[config.mk]
export PLATFORM = sky130hd
export DESIGN_NAME = input_conditioner
export DESIGN_NICKNAME = d
export VERILOG_FILES = /design/src/rtl/input_conditioner.sv
export SDC_FILE = /design/constraint.sdc
export NUM_CORES = 1
export LEC_CHECK = 0
export CORE_MARGIN = 8
export CORE_UTILIZATION = 30
export CTS_BUF_LIST = sky130_fd_sc_hd__clkbuf_4
export CTS_CLUSTER_SIZE = 12
export DETAILED_ROUTE_END_ITERATION = 8
export PLACE_DENSITY = 0.46
export SYNTH_ARGS = -nofsm -noshare
export SYNTH_HDL_FRONTEND = slang
export SYNTH_SLANG_ARGS = --single-unit
[constraint.sdc]
create_clock -name clk -period 3.52 [get_ports clk]
set_clock_uncertainty 0.15 [all_clocks]
set_input_delay 0.88 -clock clk [delete_from_list [all_inputs] [get_ports clk]]
set_output_delay 0.88 -clock clk [all_outputs]
set_load 0.01 [all_outputs]
[src/rtl/input_conditioner.sv]
// Switch/button front end: 2-flop synchronizer per channel feeding a debounce FSM
// that emits a clean level plus one-clock rise/fall strobes.

module input_conditioner_lane #(
  parameter int DEBOUNCE_CYCLES = 1000000,
  parameter int CNT_W           = $clog2(DEBOUNCE_CYCLES + 1)
) (
  input  logic clk,
  input  logic rst,
  input  logic i_sync,
  output logic o_level,
  output logic o_rise,
  output logic o_fall
);

  typedef enum logic [1:0] {STABLE_LO, PEND_HI, STABLE_HI, PEND_LO} state_t;

  localparam logic [CNT_W-1:0] CNT_MAX = CNT_W'(DEBOUNCE_CYCLES);
  localparam logic [CNT_W-1:0] CNT_ONE = CNT_W'(1);

  state_t           r_state, w_state_nxt;
  logic [CNT_W-1:0] r_cnt, w_cnt_nxt;
  logic             r_level, w_level_nxt;
  logic             r_rise, w_rise_nxt;
  logic             r_fall, w_fall_nxt;

  always_ff @(posedge clk or negedge rst) begin
    if (!rst) begin
      r_state <= STABLE_LO;
      r_cnt   <= '0;
      r_level <= 1'b0;
      r_rise  <= 1'b0;
      r_fall  <= 1'b0;
    end else begin
      r_state <= w_state_nxt;
      r_cnt   <= w_cnt_nxt;
      r_level <= w_level_nxt;
      r_rise  <= w_rise_nxt;
      r_fall  <= w_fall_nxt;
    end
  end

  // Counter is cleared on every state change; equality compare means no saturation logic.
  always_comb begin
    w_state_nxt = r_state;
    w_cnt_nxt   = r_cnt;
    w_level_nxt = r_level;
    w_rise_nxt  = 1'b0;
    w_fall_nxt  = 1'b0;
    unique case (r_state)
      STABLE_LO: begin
        if (i_sync) begin
          w_state_nxt = PEND_HI;
          w_cnt_nxt   = CNT_ONE;
        end else begin
          w_cnt_nxt = '0;
        end
      end
      PEND_HI: begin
        if (!i_sync) begin
          w_state_nxt = STABLE_LO;
          w_cnt_nxt   = '0;
        end else if (r_cnt == CNT_MAX) begin
          w_state_nxt = STABLE_HI;
          w_cnt_nxt   = '0;
          w_level_nxt = 1'b1;
          w_rise_nxt  = 1'b1;
        end else begin
          w_cnt_nxt = r_cnt + CNT_ONE;
        end
      end
      STABLE_HI: begin
        if (!i_sync) begin
          w_state_nxt = PEND_LO;
          w_cnt_nxt   = CNT_ONE;
        end else begin
          w_cnt_nxt = '0;
        end
      end
      PEND_LO: begin
        if (i_sync) begin
          w_state_nxt = STABLE_HI;
          w_cnt_nxt   = '0;
        end else if (r_cnt == CNT_MAX) begin
          w_state_nxt = STABLE_LO;
          w_cnt_nxt   = '0;
          w_level_nxt = 1'b0;
          w_fall_nxt  = 1'b1;
        end else begin
          w_cnt_nxt = r_cnt + CNT_ONE;
        end
      end
      default: begin
        w_state_nxt = STABLE_LO;
        w_cnt_nxt   = '0;
      end
    endcase
  end

  assign o_level = r_level;
  assign o_rise  = r_rise;
  assign o_fall  = r_fall;

endmodule

module input_conditioner #(
  parameter int NUM_IN          = 3,
  parameter int DEBOUNCE_CYCLES = 1000000
) (
  input  logic              clk,
  input  logic              rst,
  input  logic [NUM_IN-1:0] raw_in,
  output logic [NUM_IN-1:0] level_out,
  output logic [NUM_IN-1:0] rise_pulse,
  output logic [NUM_IN-1:0] fall_pulse
);

  localparam int CNT_W = $clog2(DEBOUNCE_CYCLES + 1);

  logic [NUM_IN-1:0] r_s1, r_s2;

  always_ff @(posedge clk or negedge rst) begin
    if (!rst) begin
      r_s1 <= '0;
      r_s2 <= '0;
    end else begin
      r_s1 <= raw_in;
      r_s2 <= r_s1;
    end
  end

  for (genvar g = 0; g < NUM_IN; g++) begin : g_lane
    input_conditioner_lane #(
      .DEBOUNCE_CYCLES(DEBOUNCE_CYCLES),
      .CNT_W          (CNT_W)
    ) u_lane (
      .clk    (clk),
      .rst    (rst),
      .i_sync (r_s2[g]),
      .o_level(level_out[g]),
      .o_rise (rise_pulse[g]),
      .o_fall (fall_pulse[g])
    );
  end

endmodule

==> results.py, run 1 <==
metrics = {
    "status": {
        "outcome": "finished clean",
    },
    "sta": {
        "min_period_ns": 2.41,
        "min_period_over_period": 0.684,
        "setup_violations": 0,
        "finalMaxSlewViolations": 0,
        "setup_slack_ns": 1.11,
        "tightest_slew_ns": 1.05,
        "max_freq_ghz": 0.416,
        "maxSlewHeadroom": 0.300,
        "grt_setup_unrepaired": "no",
        "fin_tns_setup_ns": 0,
        "hold_viol_final": 0,
    },
    "power": {
        "seq_power_share": 0.540,
        "leakagePower_nw": 1.73,
        "peakVddDrop_mv": 0.193,
        "power_switching_share": 0.214,
        "power_frac_comb": 0.031,
        "internal_power_w": 0.00138,
        "p_sw_w": 0.000376,
        "clockPowerShare": 0.429,
        "total_power_w": 0.00176,
        "powerDensity_nw_per_um2": 394,
    },
    "synth": {
        "yosys_warnings": 0,
        "synth_top_area_cell": "dfrtp_1",
        "async_flop_share": 1.00,
        "syn_avg_cell_area_sq_um": 10.1,
        "synthFlopType": "dfrtp_1",
        "postSynthCellCount": 397,
        "synth_nets": 408,
        "yosysTopAreaCellShare": 0.506,
        "synth-edff-count": 0,
        "synth_seq_area_share": 0.506,
        "synth_area_sq_um": 4010,
        "yosys-top-cells-area": "dfrtp_1 51%, xnor2_1 6.1%, nor2_1 5.1%",
        "synth-seq-cells": 81,
        "yosys.cell_types.count": 46,
    },
    "drt": {
        "drt_iter0_markers": 133,
        "dr.pass1.iters": 4,
        "drcViolationCount": 0,
        "ant_nets": 0,
        "routed_wirelength_mm": 7.84,
        "wl_per_cell_um": 13.4,
        "vias": 2856,
        "post_drt_via_cell_ratio": 4.87,
    },
    "worst_setup_path": {
        "path_max_fanout": 3,
        "cp.buffers_inverters": 1,
        "r2r_slack_ns": 1.21,
        "max_stage_delay_ns": 0.54,
        "critPathLaunchType": "flip-flop",
        "crit_family": "buffers and inverters",
        "r2r_cells": 4,
        "crit_path_cell_trace": "clkdlybuf4s50_1",
        "cpMaxStageDelayCell": "clkdlybuf4s50_1",
        "critical_path_class": "reg -> out",
        "worstPathRequired_ns": 2.49,
        "cp-end-kind": "primary output",
        "r2r_start": "g_lane[1].u_lane.r_cnt[5]$_DFF_PN0_",
        "r2r_end": "g_lane[1].u_lane.r_cnt[13]$_DFF_PN0_",
        "cp.arrival_ns": 1.38,
    },
    "cells_and_area": {
        "syn2layout_area_growth_pct": 11.2,
        "fin_nets": 415,
        "drive_above_1_share": 0.0733,
        "n_fill_cell": 1368,
        "seq_area_sq_um": 2030,
        "instances_no_fill": 586,
        "multi_input_area_sq_um": 1790,
    },
    "die": {
        "io_pins": 14,
        "core_area_sq_um": 13100,
        "fp.dieH_um": 132,
        "die_width_um": 132,
        "initial_core_util": 0.305,
        "floorplan.rows": 42,
        "dieArea_sq_um": 17300,
    },
    "grt": {
        "grt_overflow": 0,
        "antenna_found_initial": 1,
        "grt_pass1_wl_mm": 13.4,
        "grt_max_degree": 82,
        "grt_pass1_vias": 2669,
        "grt_use_total": 0.0942,
    },
    "placement": {
        "io_buffers": 13,
        "hpwl_mm": 5.16,
        "dp.cells": 569,
        "place_congestion": 0.732,
        "post-place-ws_ns": 1.18,
    },
    "hold_path": {
        "hp-start": "r_s1[2]$_DFF_PN0_",
        "holdCritPathClass": "reg -> reg",
        "worst_hold_path.endpoint": "r_s2[2]$_DFF_PN0_",
        "whs_path_depth": 0,
    },
    "clock_network": {
        "post_cts_resized": 0,
        "clockBufferDepth": 2,
        "cts_setup_buffers": 0,
        "cts.reportedPaths.clkPinSlew_ns": 0.13,
        "root_buffer": "clkbuf_4",
        "cts_sinks": 81,
        "numCtsBuffers": 9,
        "holdBufCountCts": 0,
        "h-tree-depth": 3,
        "clock_latency_ns": 0.45,
        "tritoncts": "built",
    },
    "flow_run": {
        "maxCapViolCount": 0,
    },
}
synthesized netlist by cell type (3+ instances only):
master / instances
xnor2_1: 28
nand3_1: 25
a211o_1: 4
ha_1: 6
nor2_1: 55
and3_1: 5
clkbuf_1: 6
nand2_1: 17
a21oi_1: 11
xor2_1: 18
nor3_1: 8
nor4b_1: 9
dfrtp_1: 81
buf_4: 9
nor4_1: 12
inv_1: 23
or2_2: 4
and4_1: 7
a211oi_1: 3
nand4_1: 15
a21boi_0: 3
o21ai_0: 3
or4_1: 9
o31ai_1: 8
cell type report:
type | instances | area share
sequential | 81 | 0.455
multi-input combinational | 275 | 0.401
tap | 176 | 0.0494
timing repair buffer | 14 | 0.0303
clock inverter | 7 | 0.0298
inverter | 23 | 0.0194
clock buffer | 9 | 0.0152
antenna | 1 | 0.000561
per-layer routing:
metal,GRT usage,wire length [um]
met5,0,0
met4,0.0306,101
met3,0.0385,343
met2,0.147,3600
met1,0.116,3790
cells in the final DEF, fill, tap and decap left out, drive strengths merged:
cell type      count
dfrtp             81
diode              1
bufinv             4
clkinv             3
a211o              4
buf                2
mux2               2
or2                6
nand3             25
clkbuf             9
nor3b              2
nor4              12
a211oi             3
nand4b             1
o21ai              5
xnor2             28
nor3               8
ha                 6
or4bb              1
a31o               2
nor2b              2
clkdlybuf4s50     12
nand4bb            1
nand2             17
xor2              18
nor4bb             2
and3               5
a21boi             3
and4               8
nand4             16
o31ai              8
a21oi             11
or3                3
nor2              55
and2               2
inv               23
or4               10
nor4b              9
registers in the layout, indices dropped and copies added, names as in the netlist, named ones only:
| signal | flops |
|---|---|
| g_lane.u_lane.o_rise | 3 |
| g_lane.u_lane.o_fall | 3 |
| g_lane.u_lane.r_cnt | 60 |
| r_s2 | 3 |
| g_lane.u_lane.o_level | 3 |
| r_s1 | 3 |
| g_lane.u_lane.r_state | 3 |
how the worst max path moves through the flow:
stage / startpoint / endpoint / slack [ns] / depth (start not counted)
final: g_lane[1].u_lane.o_level$_DFFE_PN0P_ / level_out[1] / 1.11 / 1
after global routing: g_lane[2].u_lane.r_cnt[0]$_DFF_PN0_ / g_lane[2].u_lane.r_cnt[14]$_DFF_PN0_ / 0.96 / 7
after CTS: g_lane[1].u_lane.o_level$_DFFE_PN0P_ / level_out[1] / 1.06 / 1
after detailed placement: g_lane[1].u_lane.r_cnt[5]$_DFF_PN0_ / g_lane[1].u_lane.r_cnt[13]$_DFF_PN0_ / 1.18 / 4
after global placement: g_lane[1].u_lane.r_cnt[5]$_DFF_PN0_ / g_lane[1].u_lane.r_cnt[10]$_DFF_PN0_ / 1.21 / 4
after floorplan: g_lane[1].u_lane.r_cnt[2]$_DFF_PN0_ / flip-flop / 1.34 / 5
through the flow:
step | utilization | instance area [sq um] | hold WS (ns)
floorplan | - | 4010 | 0.181
global placement | 0.324 | 4250 | 0.185
detailed placement | 0.324 | 4250 | 0.192
CTS | 0.339 | 4450 | 0.220
global route | 0.339 | 4460 | 0.234
finish | 0.339 | 4460 | 0.215
power by group through the flow:
| stage | clock network [W] | registers [W] | logic, W |
|---|---|---|---|
| 2_1_floorplan | 0 | 0.000965 | 0.0000263 |
| 3_3_place_gp | 0 | 0.000967 | 0.0000567 |
| 3_5_place_dp | 0 | 0.000967 | 0.0000575 |
| 4_1_cts | 0.000789 | 0.000950 | 0.0000578 |
| 5_1_grt | 0.000825 | 0.000952 | 0.0000645 |
| 6_report | 0.000753 | 0.000949 | 0.0000544 |
kinds of logic (layout without fill, tap and decap cells):
kind of cell / Yosys count / count (layout) / share of synthesized area
simple gates: 185 / 185 / 0.257
flops: 81 / 81 / 0.506
xor+xnor: 46 / 46 / 0.101
buf+inv: 41 / 53 / 0.0490
compound gates: 36 / 36 / 0.0621
fa+ha+maj: 6 / 6 / 0.0187
mux: 2 / 2 / 0.00655
other cells: 0 / 1 / 0
(Power assumes the default switching activity.)
==> inputs of run 2 (changes only) <==
--- a/config.mk
+++ b/config.mk
@@ -10,7 +10,7 @@
 export CTS_BUF_LIST = sky130_fd_sc_hd__clkbuf_4
 export CTS_CLUSTER_SIZE = 12
 export DETAILED_ROUTE_END_ITERATION = 8
-export PLACE_DENSITY = 0.46
+export PLACE_DENSITY = 0.48
 export SYNTH_ARGS = -nofsm -noshare
 export SYNTH_HDL_FRONTEND = slang
 export SYNTH_SLANG_ARGS = --single-unit
==> constraint.sdc (replaced) <==
create_clock -name clk -period 2.2 [get_ports clk]
set_clock_uncertainty 0.15 [all_clocks]
set_input_delay 0.55 -clock clk [delete_from_list [all_inputs] [get_ports clk]]
set_output_delay 0.55 -clock clk [all_outputs]
set_load 0.01 [all_outputs]
==> run 2 against run 1 <==
Global-route usage grew 0.67 points; flip-flop and latch count is the same; hold slack gained 0.0032 ns; die area is the same; non-clock buffer count grew 24; power grew 44%; clock power grew 19%; final area grew 3.6%; register-to-register slack lost 1.1 ns; via count grew 2.3%; utilization grew 1.2 points.
==> results.py, run 2 (synthesized netlist as in run 1, its figures left out) <==
metrics = {
    "sta": {
        "grt_setup_unrepaired": "no",
        "whs_ns": 0.218,
        "maxSlewHeadroom": 0.600,
        "min_period_over_period": 0.965,
        "setup_violations": 0,
        "min_period_ns": 2.12,
        "fin_tns_setup_ns": 0,
        "finalMaxSlewViolations": 0,
        "tightest_slew_ns": 0.595,
        "hold_viol_final": 0,
        "max_freq_ghz": 0.471,
    },
    "worst_setup_path": {
        "critPathLaunchType": "flip-flop",
        "r2r_slack_ns": 0.08,
        "r2r_start": "g_lane[1].u_lane.r_cnt[4]$_DFF_PN0_",
        "cp.arrival_ns": 2.33,
        "worstPathRequired_ns": 2.41,
        "r2r_cells": 4,
        "r2r_end": "g_lane[1].u_lane.o_level$_DFFE_PN0P_",
        "cp-end-kind": "flip-flop",
        "path_max_fanout": 3,
        "critical_path_class": "reg -> reg",
    },
    "cells_and_area": {
        "drive_above_1_share": 0.127,
        "top_register": "g_lane.u_lane.r_cnt",
        "fin_nets": 439,
        "n_fill_cell": 1393,
        "diodes": 0,
        "layout_common_cells": "81 x dfrtp_1, 55 x nor2_1, 28 x xnor2_1",
        "syn2layout_area_growth_pct": 15.2,
        "largest_reg_flops": 60,
        "final_common_cell": "dfrtp_1",
    },
    "power": {
        "peakVddDrop_mv": 0.261,
        "leakagePower_nw": 1.82,
        "powerDensity_nw_per_um2": 546,
    },
    "clock_network": {
        "clockBufferDepth": 2,
        "cts.reportedPaths.clkPinSlew_ns": 0.14,
        "root_buffer": "clkbuf_4",
        "numCtsBuffers": 9,
        "cts_setup_buffers": 0,
        "tritoncts": "built",
        "clock_latency_ns": 0.46,
        "cts_sinks": 81,
        "h-tree-depth": 3,
    },
    "placement": {
        "place_congestion": 0.776,
        "io_buffers": 13,
        "hpwl_mm": 5.68,
    },
    "grt": {
        "antenna_found_initial": 0,
        "grt_use_total": 0.101,
        "grt_pass1_wl_mm": 14.5,
        "grt_pass1_vias": 2940,
        "grt_overflow": 0,
        "grt_max_degree": 40,
    },
    "hold_path": {
        "hp-start": "r_s1[2]$_DFF_PN0_",
        "worst_hold_path.endpoint": "r_s2[2]$_DFF_PN0_",
        "holdCritPathClass": "reg -> reg",
        "whs_path_depth": 0,
    },
    "die": {
        "core_area_sq_um": 13100,
        "dieArea_sq_um": 17300,
        "io_pins": 14,
        "floorplan.rows": 42,
        "initial_core_util": 0.305,
        "fp.dieH_um": 132,
        "die_width_um": 132,
    },
    "drt": {
        "wl_per_cell_um": 13.4,
        "dr.pass1.iters": 4,
        "drt_iter0_markers": 204,
        "routed_wirelength_mm": 8.13,
        "ant_nets": 0,
        "drcViolationCount": 0,
        "post_drt_via_cell_ratio": 4.80,
        "vias": 2923,
    },
    "flow_run": {
        "maxCapViolCount": 0,
    },
    "status": {
        "outcome": "finished clean",
    },
}
-- run 2: changes by cell type in the layout (fill, tap and decap cells not counted), moves of 2 or more --
cell        before  now
buf_12           0    3
clkinv_4         0    2
buf_4            2   22
clkinvlp_4       0    2
bufinv_16        4    1
-- run 2: layer usage --
layer | up-vias | GRT usage | share of wire
li1 | 1458 | - | -
met1 | 1427 | 0.132 | 0.50
met2 | 28 | 0.152 | 0.45
met3 | 10 | 0.0370 | 0.038
met4 | 0 | 0.0287 | 0.013
met5 | - | 0 | 0
-- run 2: cell type report --
cell class / count / area (sq um) / share of cell area
clock inverters: 7 / 71.3 / 0.0154
clock buffers: 9 / 67.6 / 0.0146
inverters: 23 / 86.3 / 0.0187
flip-flops and latches: 81 / 2030 / 0.439
well taps: 176 / 220 / 0.0477
multi-input cells: 275 / 1790 / 0.388
repair buffers: 38 / 355 / 0.0769
-- run 2: repair_timing --
item,4_1_cts,5_1_grt
endpoints found under the setup margin,0,1
gates resized for setup,0,1
hold buffers,1,0
hold endpoints to repair,14,0
-- run 2: critical path, stage by stage (launching register included) --
cell	delay, ns
dfrtp_1	0.40
or4_1	0.51
or3_4	0.41
or2_4	0.27
a211o_1	0.29
-- run 2: how the worst max path moves through the flow --
stage | startpoint | to | slack (ns) | cells after the start
after floorplan | g_lane[1].u_lane.r_cnt[2]$_DFF_PN0_ | flip-flop | 0.02 | 5
after global placement | g_lane[1].u_lane.r_cnt[4]$_DFF_PN0_ | flip-flop | 0.09 | 4
after detailed placement | g_lane[1].u_lane.r_cnt[4]$_DFF_PN0_ | flip-flop | 0.08 | 4
after CTS | g_lane[0].u_lane.o_level$_DFFE_PN0P_ | level_out[0] | 0.05 | 1
after global routing | g_lane[0].u_lane.r_cnt[0]$_DFF_PN0_ | g_lane[0].u_lane.r_cnt[18]$_DFF_PN0_ | 0.003 | 7
final | g_lane[1].u_lane.r_cnt[4]$_DFF_PN0_ | g_lane[1].u_lane.o_level$_DFFE_PN0P_ | 0.08 | 4
-- run 2: report_power, final --
| group | total (W) | switching [W] | internal (W) |
|---|---|---|---|
| clock | 0.000897 | 0.000554 | 0.000344 |
| sequential | 0.00152 | 0.0000148 | 0.00150 |
| combinational | 0.000106 | 0.0000665 | 0.0000399 |
-- run 2: metrics by stage --
| step | utilization | setup slack, ns | area [sq um] | power (W) | instances |
|---|---|---|---|---|---|
| 2_1_floorplan | - | 0.0199 | 4010 | 0.00159 | 397 |
| 3_3_place_gp | 0.340 | 0.0912 | 4460 | 0.00165 | 592 |
| 3_5_place_dp | 0.340 | 0.0784 | 4460 | 0.00166 | 592 |
| 4_1_cts | 0.351 | 0.0491 | 4610 | 0.00258 | 609 |
| 5_1_grt | 0.352 | 0.00289 | 4620 | 0.00266 | 609 |
| 6_report | 0.352 | 0.0774 | 4620 | 0.00252 | 609 |
